**config.mk**
```make
export PLATFORM = sky130hd
export DESIGN_NAME = dac_spi_writer
export DESIGN_NICKNAME = d
export VERILOG_FILES = /design/src/rtl/synth_pkg.sv /design/src/rtl/dac_tick_gen.sv /design/src/rtl/dac_spi_writer.sv
export SDC_FILE = /design/constraint.sdc
export NUM_CORES = 1
export LEC_CHECK = 0
export ABC_AREA = 1
export BUFFER_PORTS_ARGS = -buffer_cell sky130_fd_sc_hd__buf_4
export CORE_ASPECT_RATIO = 1.5
export CORE_MARGIN = 4
export CORE_UTILIZATION = 57
export DETAILED_ROUTE_END_ITERATION = 6
export HOLD_SLACK_MARGIN = 0.15
export PLACE_DENSITY = 0.79
export RECOVER_POWER = 50
export SYNTH_ARGS = -nofsm -noshare
export SYNTH_HDL_FRONTEND = slang
export SYNTH_SLANG_ARGS = --single-unit
```
**constraint.sdc**
```tcl
create_clock -name clk -period 1.9 [get_ports clk]
set_input_delay 0.285 -clock clk [delete_from_list [all_inputs] [get_ports clk]]
set_output_delay 0.285 -clock clk [all_outputs]
set_load 0.01 [all_outputs]
```
**src/rtl/synth_pkg.sv**
```systemverilog
// Shared types for the synth sample path: DAC SPI frame layout and writer states.
package synth_pkg;

    localparam int DAC_FRAME_W = 16;
    localparam int DAC_DATA_W  = 12;

    // One MCP4921-class write word, MSB first on the wire.
    typedef struct packed {
        logic                  dac_sel;   // bit15: DAC A(0)/B(1)
        logic                  vref_buf;  // bit14: Vref input buffer
        logic                  ga_n;      // bit13: 1 -> 1x gain
        logic                  shdn_n;    // bit12: 0 -> output shut down
        logic [DAC_DATA_W-1:0] data;      // bits 11..0
    } dac_frame_t;

    typedef enum logic [2:0] {
        IDLE,
        SETUP,
        SHIFT,
        CS_HI,
        LATCH
    } dac_state_t;

    // Assemble the 16-bit command word from the static config bits and the sample.
    function automatic dac_frame_t build_frame(
        input logic                  dac_sel,
        input logic                  vref_buf,
        input logic                  gain_2x,
        input logic                  ena,
        input logic [DAC_DATA_W-1:0] data
    );
        dac_frame_t f;
        f.dac_sel  = dac_sel;
        f.vref_buf = vref_buf;
        f.ga_n     = ~gain_2x;
        f.shdn_n   = ena;
        f.data     = data;
        return f;
    endfunction

endpackage

```
**src/rtl/dac_tick_gen.sv**
```systemverilog
// SCLK phase timer: counts clk cycles and emits tick on the last cycle of each
// CLK_DIV-long phase. Held at zero while clear is asserted.
module dac_tick_gen #(
    parameter int CLK_DIV = 2
) (
    input  logic clk,
    input  logic rst,
    input  logic clear,
    output logic tick
);

    logic [7:0] count;

    assign tick = (count == 8'(CLK_DIV - 1));

    // Phase counter: wraps on tick so every phase restarts at zero.
    // NOTE: clocked state uses non-blocking (<=) so all registers update from pre-edge values.
    always_ff @(posedge clk or negedge rst) begin
        if (!rst) begin
            count <= '0;
        end else if (clear || tick) begin
            count <= '0;
        end else begin
            count <= count + 8'd1;
        end
    end

endmodule

```
**src/rtl/dac_spi_writer.sv**
```systemverilog
// Serialises 12-bit samples into 16-bit SPI writes for an MCP4921-class DAC.
// Build option DAC_LDAC_SYNC_EN: adds a LATCH phase that pulses ldac_n low after
// each frame; without it ldac_n is held low and the DAC updates on cs_n rise.
module dac_spi_writer
    import synth_pkg::*;
#(
    parameter int CLK_DIV = 2,
    parameter bit DAC_SEL = 1'b0,
    parameter bit BUF     = 1'b0,
    parameter bit GAIN_2X = 1'b0
) (
    input  logic                  clk,
    input  logic                  rst,
    input  logic [DAC_DATA_W-1:0] sample,
    input  logic                  ena,
    input  logic                  sample_valid,
    output logic                  sample_ready,
    output logic                  sclk,
    output logic                  mosi,
    output logic                  cs_n,
    output logic                  ldac_n,
    output logic                  busy
);

`ifdef DAC_LDAC_SYNC_EN
    localparam logic LDAC_IDLE = 1'b1;
`else
    localparam logic LDAC_IDLE = 1'b0;
`endif

    dac_state_t                state, state_nxt;
    dac_frame_t                frame, frame_nxt;
    logic [DAC_FRAME_W-1:0]    frame_bits;
    logic [3:0]                bit_cnt, bit_cnt_nxt;
    logic                      ready_nxt, busy_nxt, cs_n_nxt, sclk_nxt, mosi_nxt, ldac_n_nxt;
    logic                      tick;

    assign frame_bits = frame;

    dac_tick_gen #(
        .CLK_DIV(CLK_DIV)
    ) u_tick (
        .clk  (clk),
        .rst  (rst),
        .clear(state == IDLE),
        .tick (tick)
    );

    // Next-state and next-output logic; every output is registered below.
    // NOTE: each variable gets its held value first so no branch can infer a latch.
    always_comb begin
        state_nxt   = state;
        frame_nxt   = frame;
        bit_cnt_nxt = bit_cnt;
        ready_nxt   = sample_ready;
        busy_nxt    = busy;
        cs_n_nxt    = cs_n;
        sclk_nxt    = sclk;
        mosi_nxt    = mosi;
        ldac_n_nxt  = ldac_n;

        case (state)
            IDLE: begin
                ready_nxt = 1'b1;
                busy_nxt  = 1'b0;
                if (sample_valid && sample_ready) begin
                    frame_nxt = build_frame(DAC_SEL, BUF, GAIN_2X, ena, sample);
                    state_nxt = SETUP;
                    ready_nxt = 1'b0;
                    busy_nxt  = 1'b1;
                    cs_n_nxt  = 1'b0;
                    sclk_nxt  = 1'b0;
                    mosi_nxt  = frame_nxt.dac_sel;
                end
            end
            SETUP: begin
                if (tick) begin
                    state_nxt   = SHIFT;
                    sclk_nxt    = 1'b1;
                    bit_cnt_nxt = 4'd15;
                end
            end
            SHIFT: begin
                if (tick) begin
                    if (sclk) begin
                        // Falling edge: present the next bit for the following rise.
                        sclk_nxt = 1'b0;
                        if (bit_cnt != 4'd0) begin
                            mosi_nxt = frame_bits[bit_cnt - 4'd1];
                        end
                    end else if (bit_cnt == 4'd0) begin
                        state_nxt = CS_HI;
                        cs_n_nxt  = 1'b1;
                        mosi_nxt  = 1'b0;
                    end else begin
                        sclk_nxt    = 1'b1;
                        bit_cnt_nxt = bit_cnt - 4'd1;
                    end
                end
            end
            CS_HI: begin
                if (tick) begin
`ifdef DAC_LDAC_SYNC_EN
                    state_nxt  = LATCH;
                    ldac_n_nxt = 1'b0;
`else
                    state_nxt  = IDLE;
                    ready_nxt  = 1'b1;
                    busy_nxt   = 1'b0;
`endif
                end
            end
`ifdef DAC_LDAC_SYNC_EN
            LATCH: begin
                if (tick) begin
                    state_nxt  = IDLE;
                    ldac_n_nxt = 1'b1;
                    ready_nxt  = 1'b1;
                    busy_nxt   = 1'b0;
                end
            end
`endif
            default: state_nxt = IDLE;
        endcase
    end

    // State and output registers; reset parks the SPI bus idle immediately.
    always_ff @(posedge clk or negedge rst) begin
        if (!rst) begin
            state        <= IDLE;
            frame        <= '0;
            bit_cnt      <= '0;
            sample_ready <= 1'b0;
            busy         <= 1'b0;
            cs_n         <= 1'b1;
            sclk         <= 1'b0;
            mosi         <= 1'b0;
            ldac_n       <= LDAC_IDLE;
        end else begin
            state        <= state_nxt;
            frame        <= frame_nxt;
            bit_cnt      <= bit_cnt_nxt;
            sample_ready <= ready_nxt;
            busy         <= busy_nxt;
            cs_n         <= cs_n_nxt;
            sclk         <= sclk_nxt;
            mosi         <= mosi_nxt;
            ldac_n       <= ldac_n_nxt;
        end
    end

endmodule

```
# --- Yosys cells after proc, flatten, opt, wreduce, memory -nomap -nowiden ---
# Cells that the tools add are included.
classes:
  eq_ne: 13
  n_mux: 35
  multipliers: 0
  reduce_logical: 16
  div: 0
  bitwise_logic: 0
  n_shift: 0
  n_addsub: 2
  n_lt_le_gt_ge: 1
ops:
  columns: ["op", "n"]
  rows:
  - ["2-to-1 mux 3 bit", 6]
  - ["2-to-1 mux 1 bit", 16]
  - ["2-to-1 mux 4 bit", 4]
  - ["AND reduction 5 bit", 3]
  - ["one-hot mux 3 bit (4 select lines)", 1]
  - ["adder 8 x 1 -> 8 bit, second input constant", 1]
  - ["== test 8 x 1 -> 1 bit, second input constant", 1]
  - ["2-to-1 mux 8 bit", 1]
  - ["inequality test 2 bit, second input constant", 4]
  - ["one-hot mux 1 bit (2 select lines)", 4]
  - ["one-hot mux 4 bit (2 select lines)", 1]
  - ["== test 3 x 2 -> 1 bit, second input constant", 2]
  - ["inequality test 2 x 1 -> 1 bit, second input constant", 3]
  - ["inequality test 3 bit, second input constant", 2]
  - ["AND reduction 6 bit", 1]
  - ["nonzero test 2 bit", 3]
  - ["< comparator 4 x 5 -> 1 bit, second input constant", 1]
  - ["binary-select mux 1 bit (select 4 bit)", 1]
  - ["zero test 4 bit", 1]
  - ["AND reduction 2 bit", 2]
  - ["AND reduction 4 bit", 1]
  - ["nonzero test 4 bit", 1]
  - ["subtractor 4 x 1 -> 4 bit, second input constant", 1]
  - ["== test 3 x 1 -> 1 bit, second input constant", 1]
  - ["other kinds (5)", 5]
word_totals:
  elab_cells: 78
  out_inout_bits: 6
  inputBits: 16
  reg_bits: 34
  mem_count: 0
  mem_bits_ro: 0
  mem_bits_rw: 0
  latchBits: 0

# --- Longest topological paths before layout ---
depth:
  word_depth: 7
  ltp_mapped: 10
  depth_no_buf: 10

# --- Hierarchy ---
# A second synthesis with hierarchy kept.
hier_totals:
  hier_cells: 211
  area_unflattened_um2: 1819.2
modules_own_cells:
  columns: ["module", "area_each_um2", "seq_area_each_um2", "n_inst", "cells_each"]
  rows:
  - ["dac_spi_writer", 1392.6, 626.9, 1, 155]
  - ["dac_tick_gen", 426.7, 200.2, 1, 56]

# --- Least setup slack after synthesis ---
# OpenSTA, ideal clock, no wires.
synth_path:
  path_kind: "reg-to-reg"
  startpoint: "reg bit_cnt[0]"
  endpoint: "reg state[0]"
  synth_period_minus_slack_ns: 1.419
  required_ns: 1.773
  t_arrival_ns: 1.292
  setup_time_ns: 0.127
  setup_slack_ns: 0.481
  stages_incl_launch_ff: 8
  n_path_buf: 0
  cell_sequence: "dfrtp_1 > clkinv_1 > ha_1 > nand3_1 > o21ai_0 > nand3_2 > nor2_4 > o21ai_0"
synth_between:
  elab_chain_len: 3
synth_rtl:
  columns: ["element", "line_no", "rtl"]
  rows:
  - ["start: declaration", "dac_spi_writer.sv:34", "logic [3:0] bit_cnt, bit_cnt_nxt;"]
  - ["start signal: assignment", "dac_spi_writer.sv:142", "bit_cnt <= bit_cnt_nxt;"]
  - ["zero test 4 bit", "dac_spi_writer.sv:91", "end else if (bit_cnt == 4'd0) begin"]
  - ["inequality test 2 bit (no line)", null, null]
  - ["AND reduction 6 bit (no line)", null, null]
  - ["end signal: assignment", "dac_spi_writer.sv:140", "state <= state_nxt;"]
  - ["end: declaration", "dac_spi_writer.sv:31", "dac_state_t state, state_nxt;"]
# Every way passes these cells.
# A chain may end at the register's enable or synchronous reset.

# --- Final worst setup path ---
# Same ends and word-level chain as after synthesis.

==> summary.txt <==
Status
  – Status: finished clean

Detailed routing
  – Max Used Layer: met4
  – Vias: 1411
  – Post-route ant nets: 0
  – Final wirelength: about 3400 um
  – DR iter-0 viols: 23
  – WL met1: 1360 um
  – DR WL met2: 1840 um
  – Mean routed wirelength per cell: approximately 12 um
  – Routed met3 length: around 98 um
  – First-pass DRT Iterations: 4
  – DR vias/cell: 5.21
  – DRC: 0

STA
  – Fmax: approximately 0.59 GHz
  – Final min period: 1.70 ns
  – Setup violations, final: 0
  – Period utilization: between 80% and 90%
  – Clock skew: between 0.006 and 0.007 ns
  – Setup total negative slack: 0 ns
  – Hold Vio Cnt, Final: 0
  – Worst hold slack: 0.229 ns
  – Slew HR: 47.3%
  – Final slew viol count: 0
  – Slew @ Worst Pin: between 0.7 and 0.8 ns
  – Unrepaired setup endpoints after global routing: false

Min path
  – Hold Crit Class: input pin to flop

Floorplan
  – Die area: 4050 um2
  – Die width: 53.3 um
  – I/O pin total: 22
  – Starting Density: between 50% and 60%
  – Core ar.: 2940 um2
  – FP Rows: 24
  – Die H: 76.0 um

Yosys
  – Area leader, netlist: dfrtp_1
  – Top FF cell, synth: dfrtp_1
  – Most common cell in the synthesized netlist: nand2_1
  – Library cells used by synthesis: 30
  – Post-synthesis compound-gate area fraction: roughly 6.3%
  – Post-synth EDFFs: 0
  – Synth top area cells: dfrtp_1 46%, nand2_1 12%, mux2_2 8.3%, ha_1 5.0%, nand3_1 4.8%
  – Asr flop ratio synth: 100%
  – Multiplexer share of the synthesized area: 8.34%
  – Sequential area share after synthesis: 47.1%
  – FF+latch count, synth: 33
  – XOR/XNOR Fraction of Synth Area: 0.499%
  – Post-synthesis adder-cell area fraction: 4.99%
  – Top cells by count, synth: 56 x nand2_1, 32 x dfrtp_1, 22 x inv_1
  – Synth top area share: between 40% and 50%
  – YS warnings: 0
  – Simple-Gate Fraction of Synth Area: roughly a quarter
  – Syn_area_per_cell: 8.56 um2
  – Post-synthesis cell count: roughly 210
  – Largest family of logic cells by synthesized area: simple AND/OR/NAND/NOR gates
  – Syn Nets: 228
  – Post-Syn Area: 1760 um2

Placed design
  – Port Buffers: 20
  – Dpl hpwl: 2570 um
  – Placed instance count: 262
  – RePlAce Congestion: 0.820

Worst setup path
  – Required @ worst endpoint: 2.05 ns
  – Crit path arrival time: between 1.5 and 2 ns
  – Crit path launch type: flop
  – CP Class: flop to flop
  – Worst setup EP type: flop
  – Crit-path max FO: 11

Finish
  – Antenna fix cells: 0
  – Fill count: 244
  – Fraction of layout cells with a size suffix above 1: a little over a fifth
  – Area Growth Syn to Fin: 16.4%
  – Area of the multi-input gates: 811 um2
  – Layout Cells excl Fill: around 270
  – Nets: 254
  – FF/Latch Area: 827 um2

Clocking
  – Clock Tree Buf Depth: 2
  – Clock Latency Late Sink: 0.28 ns
  – CTS clk-pin slew, worst paths: 0.07 ns
  – Clock sink count: 33
  – Root Driver: clkbuf_8
  – H-tree level count: 2
  – Postcts setup bufs: 0
  – TritonCTS clock tree: done
  – Num CTS Buffers: 5

Global route
  – Initial antenna violation count: 0
  – Vias in the first global route: 1457
  – First-pass GRT wire length: 5900 um
  – Gr ovfl total: 0
  – Largest net degree at the start of global routing: 34
  – GRT Util Overall: 19.5%

Power
  – Max IR drop VDD: roughly 0.91 mV
  – PwrDens: 1590 nW/um2
  – Leak pwr: 1.03 nW

Run
  – Max_cap viols: 0
power by group:
part | total [mW] | internal (mW) | switching [mW]
clock network | 0.578 | 0.327 | 0.251
logic | 1.50 | 0.631 | 0.869
registers | 1.17 | 0.980 | 0.194
critical path, stage by stage, from the launching register on:
cell and delay [ns]:
dfrtp_1 0.49, clkinv_1 0.10, ha_1 0.22, nand3_1 0.15, o21ai_0 0.23, nand3_2 0.16, nor2_4 0.13, o21ai_0 0.10
stage by stage:
step / utilization [%] / cell area [um2] / power (mW) / setup WS [ns]
floorplan: - / 1760 / 2.31 / 0.481
global placement: 65.9 / 1940 / 2.65 / 0.230
detailed placement: 65.9 / 1940 / 2.70 / 0.221
CTS: 69.6 / 2050 / 3.29 / 0.198
global route: 69.4 / 2040 / 3.54 / 0.00479
finish: 69.4 / 2040 / 3.25 / 0.197
per-layer routing:
| metal | up-vias | global-route usage [%] |
|---|---|---|
| li1 | 709 | - |
| met1 | 671 | 21.5 |
| met4 | 0 | 7.67 |
| met3 | 7 | 5.29 |
| met2 | 24 | 33.7 |
| met5 | - | 0 |
flip-flops by register name (all words and copies together) (netlist names):
register	cells
bit_cnt	4
frame	14
sample_ready	1
sclk	1
state	2
mosi	1
busy	1
cs_n	1
u_tick.count	8
cell type report:
cell class              instances  area share [%]
clock inverters                 1           0.245
inverters                      25            4.59
multi-input cells             144            39.7
well taps                      39            2.39
flip-flops and latches         33            40.5
clock buffers                   7            4.72
repair buffers                 22            7.90
logic make-up after synthesis:
logic type,count (synthesis)
compound gates,21
xor+xnor,1
fa+ha+maj,7
buf+inv,28
flops,33
mux,13
other cells,1
simple gates,101
what timing repair did:
action                    CTS  global route
hold endpoints to repair   32             0
gates resized for setup     0             0
hold buffers                1             0
cell usage in the layout (no fill, tap or decap), types with 2 or more instances in the layout:
cell type	n
nand2_1	56
clkbuf_8	7
inv_2	2
mux2_2	13
nor2_1	15
o21ai_0	9
o21ai_1	3
buf_4	19
inv_1	22
nand3_1	17
ha_1	7
nor3_1	4
dfrtp_1	32
a21oi_1	7
path summary, 6_finish.rpt:
kind | from | endpoint | slack, ns | cells past startpoint
max | bit_cnt[0]$_DFFE_PN0P_ | state[0]$_DFFE_PN0P_ | 0.20 | 7
min | ena | frame[12]$_DFFE_PN0P_ | 0.23 | 2
max reg2reg | bit_cnt[0]$_DFFE_PN0P_ | state[0]$_DFFE_PN0P_ | 0.20 | 7
min reg2reg | frame[13]$_DFFE_PN0P_ | frame[13]$_DFFE_PN0P_ | 0.45 | 2
max in group asynchronous | rst | state[0]$_DFFE_PN0P_ | 0.77 | 2
min in group asynchronous | rst | frame[1]$_DFFE_PN0P_ | 0.62 | 2
(Power assumes the default switching activity.)
